[config.mk]
export PLATFORM = sky130hd
export DESIGN_NAME = load_store_unit
export DESIGN_NICKNAME = d
export VERILOG_FILES = /design/src/rtl/cpu_defs_pkg.sv /design/src/rtl/load_extend.sv /design/src/rtl/load_store_unit.sv
export SDC_FILE = /design/constraint.sdc
export NUM_CORES = 1
export LEC_CHECK = 0
export CAP_MARGIN = 20
export CORE_MARGIN = 5
export CORE_UTILIZATION = 40
export CTS_CLUSTER_DIAMETER = 80
export DETAILED_ROUTE_END_ITERATION = 7
export PLACE_DENSITY = 0.76
export SYNTH_ARGS = -nofsm -noshare
export SYNTH_HDL_FRONTEND = slang
export SYNTH_SLANG_ARGS = --single-unit
[constraint.sdc]
create_clock -name clk -period 3.8 [get_ports clk]
set_input_delay 0.38 -clock clk [delete_from_list [all_inputs] [get_ports clk]]
set_output_delay 0.38 -clock clk [all_outputs]
set_load 0.005 [all_outputs]
[src/rtl/cpu_defs_pkg.sv]
// Shared CPU definitions: LSU FSM encoding, RV32I load/store funct3 codes,
// mem_ctrl access-width codes and small decode helpers.
package cpu_defs_pkg;

    typedef enum logic {
        LSU_IDLE = 1'b0,
        LSU_WAIT = 1'b1
    } lsu_state_e;

    localparam logic [2:0] F3_LB  = 3'b000;
    localparam logic [2:0] F3_LH  = 3'b001;
    localparam logic [2:0] F3_LW  = 3'b010;
    localparam logic [2:0] F3_LBU = 3'b100;
    localparam logic [2:0] F3_LHU = 3'b101;
    localparam logic [2:0] F3_SB  = 3'b000;
    localparam logic [2:0] F3_SH  = 3'b001;
    localparam logic [2:0] F3_SW  = 3'b010;

    // mem_ctrl width code is access size in bytes minus one
    localparam logic [1:0] RAM_SZ_BYTE = 2'd0;
    localparam logic [1:0] RAM_SZ_HALF = 2'd1;
    localparam logic [1:0] RAM_SZ_WORD = 2'd3;

    function automatic logic [1:0] ram_size(input logic [2:0] f3);
        case (f3[1:0])
            2'b00:   ram_size = RAM_SZ_BYTE;
            2'b01:   ram_size = RAM_SZ_HALF;
            default: ram_size = RAM_SZ_WORD;
        endcase
    endfunction

    function automatic logic misaligned(input logic [2:0] f3, input logic [1:0] a);
        case (ram_size(f3))
            RAM_SZ_HALF: misaligned = a[0];
            RAM_SZ_WORD: misaligned = (a != 2'b00);
            default:     misaligned = 1'b0;
        endcase
    endfunction

endpackage

[src/rtl/load_extend.sv]
// Combinational load-result formatter: selects byte/half/word from the raw
// mem_ctrl data and sign- or zero-extends it according to funct3.
module load_extend
    import cpu_defs_pkg::*;
(
    input  logic [2:0]  funct3_i,
    input  logic [31:0] raw_i,
    output logic [31:0] ext_o
);

    always_comb begin
        case (funct3_i)
            F3_LB:   ext_o = {{24{raw_i[7]}}, raw_i[7:0]};
            F3_LBU:  ext_o = {24'h0, raw_i[7:0]};
            F3_LH:   ext_o = {{16{raw_i[15]}}, raw_i[15:0]};
            F3_LHU:  ext_o = {16'h0, raw_i[15:0]};
            default: ext_o = raw_i;
        endcase
    end

endmodule

[src/rtl/load_store_unit.sv]
// Load/store unit: issues one memory request at a time to mem_ctrl over a
// toggle handshake and writes back load results. Optional: LSU_ALIGN_CHECK_EN.
module load_store_unit
    import cpu_defs_pkg::*;
(
    input  logic        clk,
    input  logic        rst,
    input  logic        rdy_in,
    input  logic        op_valid_i,
    input  logic        op_load_i,
    input  logic        op_store_i,
    input  logic [2:0]  funct3_i,
    input  logic [31:0] addr_i,
    input  logic [31:0] wdata_i,
    input  logic [4:0]  rd_i,
    output logic        stall_o,
    output logic        wb_valid_o,
    output logic [4:0]  wb_rd_o,
    output logic [31:0] wb_data_o,
    output logic        ram_r_req_o,
    output logic        ram_w_req_o,
    output logic [31:0] ram_addr_o,
    output logic [31:0] ram_data_o,
    output logic [1:0]  ram_state_o,
    output logic        ram_sync_o,
    input  logic        ram_sync_i,
    input  logic [31:0] ram_data_i
`ifdef LSU_ALIGN_CHECK_EN
    ,
    output logic        misalign_o
`endif
);

    lsu_state_e  state_q, state_d;
    logic        sync_q, sync_d;
    logic        r_req_q, r_req_d, w_req_q, w_req_d;
    logic [31:0] addr_q, addr_d, data_q, data_d;
    logic [1:0]  size_q, size_d;
    logic [2:0]  f3_q, f3_d;
    logic [4:0]  rd_q, rd_d;
    logic        wb_valid_q, wb_valid_d;
    logic [4:0]  wb_rd_q, wb_rd_d;
    logic [31:0] wb_data_q, wb_data_d;
    logic        misalign_q, misalign_d;
    logic        is_mem, misal;
    logic [31:0] ext;

    load_extend u_ext (
        .funct3_i (f3_q),
        .raw_i    (ram_data_i),
        .ext_o    (ext)
    );

    assign is_mem = op_load_i | op_store_i;
`ifdef LSU_ALIGN_CHECK_EN
    assign misal = is_mem & misaligned(funct3_i, addr_i[1:0]);
`else
    assign misal = 1'b0;
`endif

    // A rejected misaligned op must not stall, or EX would re-present it forever
    assign stall_o = (state_q == LSU_WAIT) | (op_valid_i & is_mem & ~misal);

    always_comb begin
        state_d    = state_q;
        sync_d     = sync_q;
        r_req_d    = r_req_q;
        w_req_d    = w_req_q;
        addr_d     = addr_q;
        data_d     = data_q;
        size_d     = size_q;
        f3_d       = f3_q;
        rd_d       = rd_q;
        wb_valid_d = 1'b0;
        wb_rd_d    = wb_rd_q;
        wb_data_d  = wb_data_q;
        misalign_d = 1'b0;
        case (state_q)
            LSU_IDLE: begin
                if (op_valid_i) begin
                    if (!is_mem) begin
                        wb_valid_d = 1'b1;
                        wb_rd_d    = rd_i;
                        wb_data_d  = wdata_i;
                    end else if (misal) begin
                        misalign_d = 1'b1;
                    end else begin
                        // load wins when both kinds are flagged
                        addr_d  = addr_i;
                        data_d  = wdata_i;
                        size_d  = ram_size(funct3_i);
                        f3_d    = funct3_i;
                        r_req_d = op_load_i;
                        w_req_d = ~op_load_i;
                        rd_d    = op_load_i ? rd_i : 5'd0;
                        sync_d  = ~sync_q;
                        state_d = LSU_WAIT;
                    end
                end
            end
            LSU_WAIT: begin
                if (ram_sync_i == sync_q) begin
                    state_d    = LSU_IDLE;
                    r_req_d    = 1'b0;
                    w_req_d    = 1'b0;
                    wb_valid_d = 1'b1;
                    wb_rd_d    = rd_q;
                    wb_data_d  = r_req_q ? ext : 32'h0;
                end
            end
            default: state_d = LSU_IDLE;
        endcase
    end

    always_ff @(posedge clk or posedge rst) begin
        if (rst) begin
            state_q    <= LSU_IDLE;
            sync_q     <= 1'b0;
            r_req_q    <= 1'b0;
            w_req_q    <= 1'b0;
            addr_q     <= 32'h0;
            data_q     <= 32'h0;
            size_q     <= 2'd0;
            f3_q       <= 3'd0;
            rd_q       <= 5'd0;
            wb_valid_q <= 1'b0;
            wb_rd_q    <= 5'd0;
            wb_data_q  <= 32'h0;
            misalign_q <= 1'b0;
        end else if (rdy_in) begin
            state_q    <= state_d;
            sync_q     <= sync_d;
            r_req_q    <= r_req_d;
            w_req_q    <= w_req_d;
            addr_q     <= addr_d;
            data_q     <= data_d;
            size_q     <= size_d;
            f3_q       <= f3_d;
            rd_q       <= rd_d;
            wb_valid_q <= wb_valid_d;
            wb_rd_q    <= wb_rd_d;
            wb_data_q  <= wb_data_d;
            misalign_q <= misalign_d;
        end
    end

    // Pulses are masked while frozen so a held register cannot retire twice
    assign wb_valid_o  = wb_valid_q & rdy_in;
    assign wb_rd_o     = wb_rd_q;
    assign wb_data_o   = wb_data_q;
    assign ram_r_req_o = r_req_q;
    assign ram_w_req_o = w_req_q;
    assign ram_addr_o  = addr_q;
    assign ram_data_o  = data_q;
    assign ram_state_o = size_q;
    assign ram_sync_o  = sync_q;
`ifdef LSU_ALIGN_CHECK_EN
    assign misalign_o  = misalign_q & rdy_in;
`endif

endmodule

Yosys cells after proc, flatten, opt, wreduce, memory -nomap -nowiden:

Index checks and enable logic that the tools add are counted.

* output and inout bits: 108
* bits in registers: 116
* bits of input ports: 111
* word-level logic and storage cells: 60

* multiplexer cells: 27
* bitwise operators: 7
* eq/ne operators: 9
* reduce and logical (&&, ||, !) cells: 5

Operator list (count)
* $mux W32: 4
* $pmux W32 S4: 1
* $pmux W32 S2: 1
* $mux W5: 4
* $reduce_and A4 Y1: 3
* $mux W1: 11
* $pmux W5 S2: 1
* $pmux W1 S2: 4
* $eq A3 B3 Y1 const B: 2
* $ne A2 B2 Y1 const B: 3
* $pmux W2 S2: 1
* $eq A3 B1 Y1 const B: 1
* $logic_not A3 Y1: 1
* $not A1 Y1: 3
* $and A1 B1 Y1: 2
* $eq A2 B1 Y1 const B: 1
* $logic_not A2 Y1: 1
* $ne A2 B1 Y1 const B: 1
* $or A1 B1 Y1: 2
* $eq A1 B1 Y1: 1

Logic depth before layout (Yosys ltp):

Gate-level depths: netlist of the first run.

* depth after elaboration: 5
* depth in mapped cells: 7
* mapped depth without buffers: 4

By module:

Synthesis of the first run repeated with hierarchy kept, for this count alone.

* cells, all modules: 552
* area, all modules: 5347.6 um^2

Modules (own cells, without submodules)
* load_store_unit: area an instance 4992.3 um^2, instances 1, cells an instance 485, seq. area each 2902.8 um^2
* load_extend: area an instance 355.3 um^2, instances 1, cells an instance 67, seq. area each 0.0 um^2

Least setup slack after synthesis of the first run:

OpenSTA, ideal clock, no wires.

* kind: input port to flip-flop
* from: in op_load_i
* to: reg wb_data_q[17] (netlist: wb_data_o[17])
* setup time: 0.126 ns
* required time: 3.674 ns
* path slack: 2.131 ns
* buffers on the path: 2
* stages: 6
* arrival: 1.543 ns
* path through: buf_6 nor4b_4 a21o_4 nand2_4 buf_6 a221o_1

* longest elaborated chain between the ends: 3

RTL lines
* from (decl): line load_store_unit.sv:10 `input logic op_load_i,`
* $or A1 B1 Y1: line load_store_unit.sv:54 `assign is_mem = op_load_i | op_store_i;`
* $ne A2 B2 Y1 (no source line)
* $reduce_and A4 Y1 (no source line)
* to (signal assigned): line load_store_unit.sv:142 `wb_data_q <= wb_data_d;`
* to (decl): line load_store_unit.sv:43 `logic [31:0] wb_data_q, wb_data_d;`

Every way passes these cells.
A chain may end at the register's enable or synchronous reset.

Worst setup path after layout of the first run:

* from: reg state_q
* to: out stall_o

* longest elaborated chain between the ends: 1

RTL lines
* from (decl): line load_store_unit.sv:34 `lsu_state_e state_q, state_d;`
* from (signal assigned): line load_store_unit.sv:131 `state_q <= state_d;`
* $or A1 B1 Y1: line load_store_unit.sv:62 `assign stall_o = (state_q == LSU_WAIT) | (op_valid_i & is_mem & ~misal);`
* to (decl): line load_store_unit.sv:16 `output logic stall_o,`

Every way passes these cells.

==> results of run 1 <==
[sequential cells by signal, summed over array words and instances, names as in the netlist]
register and cells:
f3_q 3, ram_addr_o 32, ram_data_o 32, ram_r_req_o 1, ram_state_o 2, ram_sync_o 1
ram_w_req_o 1, rd_q 5, state_q 1, wb_data_o 32, wb_rd_o 5, wb_valid_q 1
[layout make-up]
class / instances / area [µm²]
Tap cell: 168 / 210.2
Fill cell: 971 / 4263
Clock inverter: 11 / 112.6
Multi-Input combinational cell: 379 / 1873
Inverter: 4 / 17.52
Sequential cell: 116 / 2903
Clock buffer: 20 / 436.7
Timing Repair Buffer: 225 / 2246
[worst reg2reg max path, cell delays in order, from the launching register on]
cell	delay, ns
dfrtp_1	0.67
nor4b_4	0.38
buf_4	0.24
a21o_4	0.27
and2_1	0.67
a21oi_1	0.17
[how the worst min path moves through the flow]
stage / slack (ns) / endpoint / cells past startpoint / from
6_report: 0.47 / rd_q[4] / 2 / rd_q[4]
5_1_grt: 0.49 / ram_data_o[1] / 2 / ram_data_o[1]
4_1_cts: 0.47 / rd_q[1] / 2 / rd_q[1]
3_5_place_dp: 0.46 / rd_q[4] / 2 / rd_q[4]
3_3_place_gp: 0.45 / rd_q[1] / 2 / rd_q[1]
2_1_floorplan: 0.44 / rd_q[0] / 2 / rd_q[0]
[per-layer routing]
layer | vias to the layer above | wire, µm | GRT usage (%)
met5 | - | 0 | 0
met4 | 0 | 329 | 7.213
met3 | 24 | 1229 | 7.086
met2 | 187 | 7540 | 34.20
met1 | 2214 | 6483 | 27.55
li1 | 2189 | - | -
[where the power goes]
part / internal [µW] / total, µW / switching, µW / leakage, µW
logic: 1370 / 2310 / 938 / 0.00192
clock network: 952 / 1490 / 541 / 0.000265
registers: 1810 / 2230 / 417 / 0.00143
total: 4130 / 6030 / 1900 / 0.00362
[cells in the mapped netlist, drive strengths merged]
| cell | count | area [µm²] |
|---|---|---|
| a31oi | 1 | 6.260 |
| nand3 | 5 | 25.02 |
| nor2 | 1 | 3.750 |
| nand2 | 221 | 837.1 |
| a221o | 16 | 160.2 |
| o21ai | 12 | 60.06 |
| a22oi | 7 | 52.55 |
| nor4b | 1 | 23.77 |
| clkbuf | 14 | 52.55 |
| nand2b | 16 | 100.1 |
| nor3 | 3 | 20.02 |
| xnor2 | 2 | 17.52 |
| o2bb2ai | 1 | 8.760 |
| inv | 3 | 11.26 |
| mux2i | 5 | 50.05 |
| clkinv | 1 | 3.750 |
| nor2b | 1 | 6.260 |
| and3 | 17 | 106.4 |
| and2 | 3 | 18.77 |
| a21o | 2 | 22.52 |
| or3 | 1 | 6.260 |
| dfrtp | 116 | 2903 |
| buf | 23 | 121.4 |
| or4b | 1 | 10.01 |
| a32oi | 1 | 8.760 |
| a21oi | 60 | 300.3 |
| mux2 | 2 | 22.52 |
[stage by stage]
stage	utilization [%]	worst slack, ns
6_report	64.66	0.7560
2_1_floorplan	-	0.3476
4_1_cts	64.56	0.7607
3_3_place_gp	60.01	0.9874
5_1_grt	64.66	0.6016
3_5_place_dp	60.01	0.8917
[kinds of logic after synthesis]
logic type      Yosys count  share of synthesized area [%]
mux                       7                          1.464
xor+xnor                  2                         0.3533
compound gates          100                          12.49
flops                   116                          58.54
simple gates            270                          23.34
buf+inv                  41                          3.810
==> results.cfg, run 1 <==
[run_status]
outcome = finished clean

[place]
place_inst = 891
dp_hpwl_mm = 11.20
place_area_um2 = 7238
port_buffers = 218
place_congestion = 0.7983

[clock_network]
clk_pin_slew_ns = 0.05
cts_tree = done
cts_buffers = 17
ctsHoldBuffers = 0
cts.repair.resized = 0
max-clock-path-buffers = 2
post-cts-setup-buffers = 0
clk-insertion-delay-late_ns = 0.40
htreeDepth = 4
cts_root_buffer = clkbuf_16
clock-sinks = 116

[setup_path]
crit_cells = 3
path_cells = clkinv_1 -> nand2_1 -> clkdlybuf4s50_1
endpoint_kind = output port
ff2ff_setup_slack_ns = 1.24
critPathTopFamily = buffers and inverters
startpoint = state_q
r2r_start = state_q
cp-start-kind = flop
r2r_cells = 5
crit_type = reg -> out
cp.required_ns = 3.42
worstPathArrival_ns = 2.66
r2r_end = wb_data_o[12]
path_max_fanout = 17
cp-endpoint = stall_o
cpMaxStageDelayCell = dfrtp_1
critPathMaxStageDelay_ns = 0.86
path_buf_inv = 2

[logic_synthesis]
synthDistinctLibCells = 32
synthCells = 536
netlist_area_um2 = 4959
syn_avg_cell_area_um2 = 9.251
yosysSeqAreaShare_pct = 58.54
synth_nets = 647
ys_ff_latch = 116
yosysWarnings = 0

[job]
maxCapViolCount = 0

[layout]
instances_no_fill = 923
fin_area_um2 = 7799
area_delta_synth_final_pct = 57.28
drive_gt1_share_pct = 5.960
fin_nets = 854
layout_common_cells = 220 x nand2_1, 217 x clkdlybuf4s50_1, 116 x dfrtp_1
diodes = 0
layout.cells.most_common = nand2_1

[sta]
tightestPinTransition_ns = 0.8572
min_period_over_period_pct = 80.10
hold-worst-slack_ns = 0.4655
max_freq_mhz = 328.5
setup-violations-final = 0
finalHoldViolCount = 0
fin_crit_ns = 3.044
finClkSkew_ns = 0.005180
rsz0062_at_grt = no
setup-tns-final_ns = 0
drv_slew = 0
relSlewSlack_pct = 42.85

[floorplan]
die-area_um2 = 14720
rows = 40
die_h_um = 121.3
ios = 219
initial_utilization_pct = 41.11
dieWidth_um = 121.3
core_area_um2 = 12060

[detailed_routing]
drc = 0
vias = 4614
routed_via_density = 4.999
routedWlPerCell_um = 16.88
ant_nets = 0
drt_iter0_markers = 415
wl_mm = 15.58
dr.pass1.iters = 7

[grt]
track_usage_pct = 21.46
overflow = 0
grt_pass1_vias = 4848
antenna_found_initial = 0
grt_pass1_wl_mm = 25.03
grt_max_degree = 65

[worst_hold_path]
worstHoldPathType = reg -> reg

[power]
vdd_ir_drop_max_mv = 0.3419
p_leak_uw = 0.003620
power_uw = 6028
cellPowerDensity_nw_per_um2 = 773.0
(Power assumes the default switching activity.)
==> run 2, diff against run 1 <==
==> constraint.sdc (replaced) <==
create_clock -name clk -period 3 [get_ports clk]
set_input_delay 0.3 -clock clk [delete_from_list [all_inputs] [get_ports clk]]
set_output_delay 0.3 -clock clk [all_outputs]
set_load 0.005 [all_outputs]
==> run 2 against run 1 <==
Compared with the run above:
- worst setup slack better by 0.23 ns
- via count up 0.39%
- design area grew 0.21%
- non-clock buffer count grew 7
- largest cell class unchanged
- die area did not move
- final cell count is 0.65% higher
- critical path type unchanged
- hold slack got worse by 0.18 ns
- sequential power rose by 23%
- clock power up 17%
- first-iteration DRC count shrank 21%
==> results.cfg, run 2 (same netlist as run 1, synthesis figures left out) <==
[run_status]
outcome = finished clean

[clock_network]
cts_root_buffer = clkbuf_16
htreeDepth = 4
cts_tree = done
cts_buffers = 17
post-cts-setup-buffers = 0
clock-sinks = 116
clk-insertion-delay-late_ns = 0.40
ctsHoldBuffers = 0
clk_pin_slew_ns = 0.05
cts.repair.resized = 0
max-clock-path-buffers = 2

[job]
maxCapViolCount = 0

[setup_path]
r2r_cells = 6
path_cells = buf_4 -> clkinv_1 -> nand2_1 -> clkdlybuf4s50_1
critPathMaxStageDelay_ns = 0.52
cp-start-kind = flop
endpoint_kind = output port
cp.required_ns = 2.70
crit_type = reg -> out
path_max_fanout = 16
cpMaxStageDelayCell = clkdlybuf4s50_1
worstPathArrival_ns = 1.72

[worst_hold_path]
worstHoldPathType = in -> async

[layout]
diodes = 0
area_delta_synth_final_pct = 57.61
drive_gt1_share_pct = 6.570
layout.cells.most_common = nand2_1
layout_common_cells = 220 x nand2_1, 217 x clkdlybuf4s50_1, 116 x dfrtp_1
n_fill_cell = 1002
fin_nets = 861

[detailed_routing]
drt_iter0_markers = 329
routed_via_density = 4.986
wl_mm = 15.81
ant_nets = 0
vias = 4632
drc = 0
routedWlPerCell_um = 17.02
dr.pass1.iters = 5

[power]
p_leak_uw = 0.003643
cellPowerDensity_nw_per_um2 = 962.6
vdd_ir_drop_max_mv = 0.5102
power_uw = 7523

[grt]
antenna_found_initial = 0
grt_pass1_vias = 4880
overflow = 0
grt_max_degree = 63
track_usage_pct = 21.80
grt_pass1_wl_mm = 24.94

[sta]
fin_crit_ns = 2.017
min_period_over_period_pct = 67.23
finalHoldViolCount = 0
rsz0062_at_grt = no
drv_slew = 0
relSlewSlack_pct = 65.22
setup-violations-final = 0
max_freq_mhz = 495.8
hold-worst-slack_ns = 0.2853
finClkSkew_ns = 0.005308
setup-tns-final_ns = 0
tightestPinTransition_ns = 0.5217

[floorplan]
rows = 40
initial_utilization_pct = 41.11
ios = 219
dieWidth_um = 121.3
core_area_um2 = 12060
die_h_um = 121.3
die-area_um2 = 14720

[place]
place_congestion = 0.8091
port_buffers = 218
dp_hpwl_mm = 11.35
run 2: final cells by class:
type / count / area, µm² / share of cell area, %
timing repair buffer: 232 / 2298 / 29.41
sequential: 116 / 2903 / 37.14
clock inverter: 6 / 30.03 / 0.3842
tap: 168 / 210.2 / 2.690
clock buffer: 24 / 481.7 / 6.164
multi-input combinational: 379 / 1873 / 23.97
inverter: 4 / 18.77 / 0.2402
run 2: worst paths after layout:
path	from	to	slack, ns
worst max-delay path	state_q	stall_o	0.98
worst min-delay path	rst	ram_addr_o[29]	0.29
worst max register to register	state_q	wb_data_o[4]	1.01
worst min register to register	ram_addr_o[23]	ram_addr_o[23]	0.47
max in group asynchronous	rst	ram_addr_o[10]	1.91
min in group clk	addr_i[25]	ram_addr_o[25]	0.42
run 2: metal layers:
metal | part of all wire, % | global-route usage (%) | up-vias
met5 | 0 | 0 | -
met4 | 3.6 | 10.99 | 0
met3 | 8.5 | 7.179 | 46
met2 | 48 | 34.92 | 210
met1 | 40 | 26.24 | 2181
li1 | - | - | 2195
run 2: power breakdown:
part | internal [µW] | switching [µW]
Sequential | 2290 | 458
Combinational | 1770 | 1250
Clock | 1100 | 652
Total | 5160 | 2360
run 2: through the flow:
stage                     area (µm²)  setup WS (ns)  utilization, %  cells
after detailed placement        7292         0.6081           60.46    898
after global routing            7815         0.8667           64.79    929
after floorplan                 4962          1.287               -    536
after CTS                       7804         0.9031           64.70    928
after global placement          7292         0.6676           60.46    898
final                           7815         0.9830           64.79    929
run 2: critical path, delay by kind of cell (launching register included):
| kind | cells | cell delay [ns] |
|---|---|---|
| DFF | 1 | 0.36 |
| buffers and inverters | 3 | 0.89 |
| and+or+nand+nor | 1 | 0.07 |
==> run 3, diff against run 2 <==
--- a/config.mk
+++ b/config.mk
@@ -7,7 +7,7 @@
 export LEC_CHECK = 0
 export CAP_MARGIN = 20
 export CORE_MARGIN = 5
-export CORE_UTILIZATION = 40
+export CORE_UTILIZATION = 38
 export CTS_CLUSTER_DIAMETER = 80
 export DETAILED_ROUTE_END_ITERATION = 7
 export PLACE_DENSITY = 0.76
==> constraint.sdc (replaced) <==
create_clock -name clk -period 1.75 [get_ports clk]
set_input_delay 0.175 -clock clk [delete_from_list [all_inputs] [get_ports clk]]
set_output_delay 0.175 -clock clk [all_outputs]
set_load 0.005 [all_outputs]
==> run 3 against run 2 <==
Compared with the run above:
- sequential power increased by 71%
- design area increased by 4.5%
- clock power increased by 110%
- largest cell class unchanged
- largest power group unchanged
- highest routed layer unchanged
==> results.cfg, run 3 (same netlist as run 1, synthesis figures left out) <==
[setup_path]
startpoint = state_q
r2r_start = state_q
worstPathArrival_ns = 1.90
ff2ff_setup_slack_ns = 0.14
r2r_cells = 4
path_cells = nor4b_4 -> a21o_4 -> nand2_4 -> a221o_1
r2r_end = wb_data_o[22]
crit_type = reg -> reg
path_max_fanout = 17
critPathMaxStageDelay_ns = 0.45
cp-start-kind = flop
endpoint_kind = flop
critPathTopFamily = compound AO/OA/AOI/OAI gates
path_buf_inv = 0
cp.required_ns = 2.04
cpMaxStageDelayCell = dfrtp_2

[detailed_routing]
wl_mm = 16.08
drc = 0
routed_via_density = 4.997
routedWlPerCell_um = 16.84
drt_iter0_markers = 448
vias = 4772
dr.pass1.iters = 5
ant_nets = 0

[grt]
track_usage_pct = 21.14
overflow = 0
grt_max_degree = 91
grt_pass1_wl_mm = 26.56
grt_pass1_vias = 5015
antenna_found_initial = 1

[sta]
drv_slew = 0
rsz0062_at_grt = no
max_freq_mhz = 621.2
finClkSkew_ns = 0.008278
setup-tns-final_ns = 0
fin_ws_ns = 0.1403
setup-violations-final = 0
relSlewSlack_pct = 55.64
min_period_over_period_pct = 91.98
tightestPinTransition_ns = 0.6632
fin_crit_ns = 1.610
finalHoldViolCount = 0

[power]
cellPowerDensity_nw_per_um2 = 1709
p_leak_uw = 0.003826
vdd_ir_drop_max_mv = 0.8838
power_uw = 13960

[layout]
layout.cells.most_common = nand2_1
layout_common_cells = 220 x nand2_1, 216 x clkdlybuf4s50_1, 115 x dfrtp_1
fin_nets = 881
fin_area_um2 = 8170
final_util_pct = 64.22
n_fill_cell = 1073
area_delta_synth_final_pct = 64.77
drive_gt1_share_pct = 9.719

[place]
dp_hpwl_mm = 11.93
pre_cts_slack_ns = -0.4081
place_area_um2 = 7530
place_congestion = 0.8331
port_buffers = 218

[clock_network]
clock-sinks = 116
ctsHoldBuffers = 0
post-cts-setup-buffers = 0
cts_buffers = 17
htreeDepth = 4
clk_pin_slew_ns = 0.06
cts_tree = done
cts_root_buffer = clkbuf_16
cts.repair.resized = 4
clk-insertion-delay-late_ns = 0.41
max-clock-path-buffers = 2

[worst_hold_path]
worstHoldPathType = in -> async

[floorplan]
core_area_um2 = 12720
initial_utilization_pct = 38.98
ios = 219
die_h_um = 124.2
dieWidth_um = 124.2
die-area_um2 = 15430
rows = 41

[run_status]
outcome = finished clean

[job]
maxCapViolCount = 0
[run 3: metrics by stage]
step	hold WS, ns	std cells
2_1_floorplan	0.2804	536
3_3_place_gp	0.4487	923
3_5_place_dp	0.4561	923
4_1_cts	0.2491	954
5_1_grt	0.2835	955
6_report	0.2454	955
[run 3: worst reg2reg max path, cell delays in order, from the launching register on]
cell and delay, ns:
dfrtp_2 0.45, nor4b_4 0.33, a21o_4 0.16, nand2_4 0.14
a221o_1 0.40
[run 3: cell type report]
cell class	count	area (µm²)	share of cell area (%)
clock inverter	10	153.9	1.884
multi-input combinational	379	1883	23.05
timing repair buffer	252	2522	30.87
sequential	116	2904	35.54
tap	172	215.2	2.634
antenna	1	2.502	0.03063
clock buffer	21	470.5	5.758
inverter	4	18.77	0.2297
[run 3: report_power, final]
part           switching (µW)  leakage [µW]  internal, µW  total [µW]
clock network            1190      0.000312          2480        3660
registers                 741       0.00143          3960        4700
logic                    2270       0.00208          3320        5590
total                    4200       0.00383          9760       14000
[run 3: worst max-delay path by stage]
| stage | cells past startpoint | end | slack, ns |
|---|---|---|---|
| after global routing | 4 | wb_data_o[29] | 0.03 |
| final | 4 | wb_data_o[22] | 0.14 |
| after floorplan | 6 | wb_data_o[17] | 0.08 |
| after detailed placement | 5 | wb_data_o[22] | -0.41 |
| after global placement | 5 | wb_data_o[27] | -0.31 |
| after CTS | 5 | wb_data_o[9] | 0.04 |
[run 3: layer usage]
layer | up-vias | track usage (%) | part of all wire [%]
met5 | - | 0 | 0
met4 | 0 | 8.769 | 2.7
met3 | 35 | 8.019 | 8.3
met2 | 216 | 34.92 | 50
met1 | 2277 | 24.70 | 39
li1 | 2244 | - | -
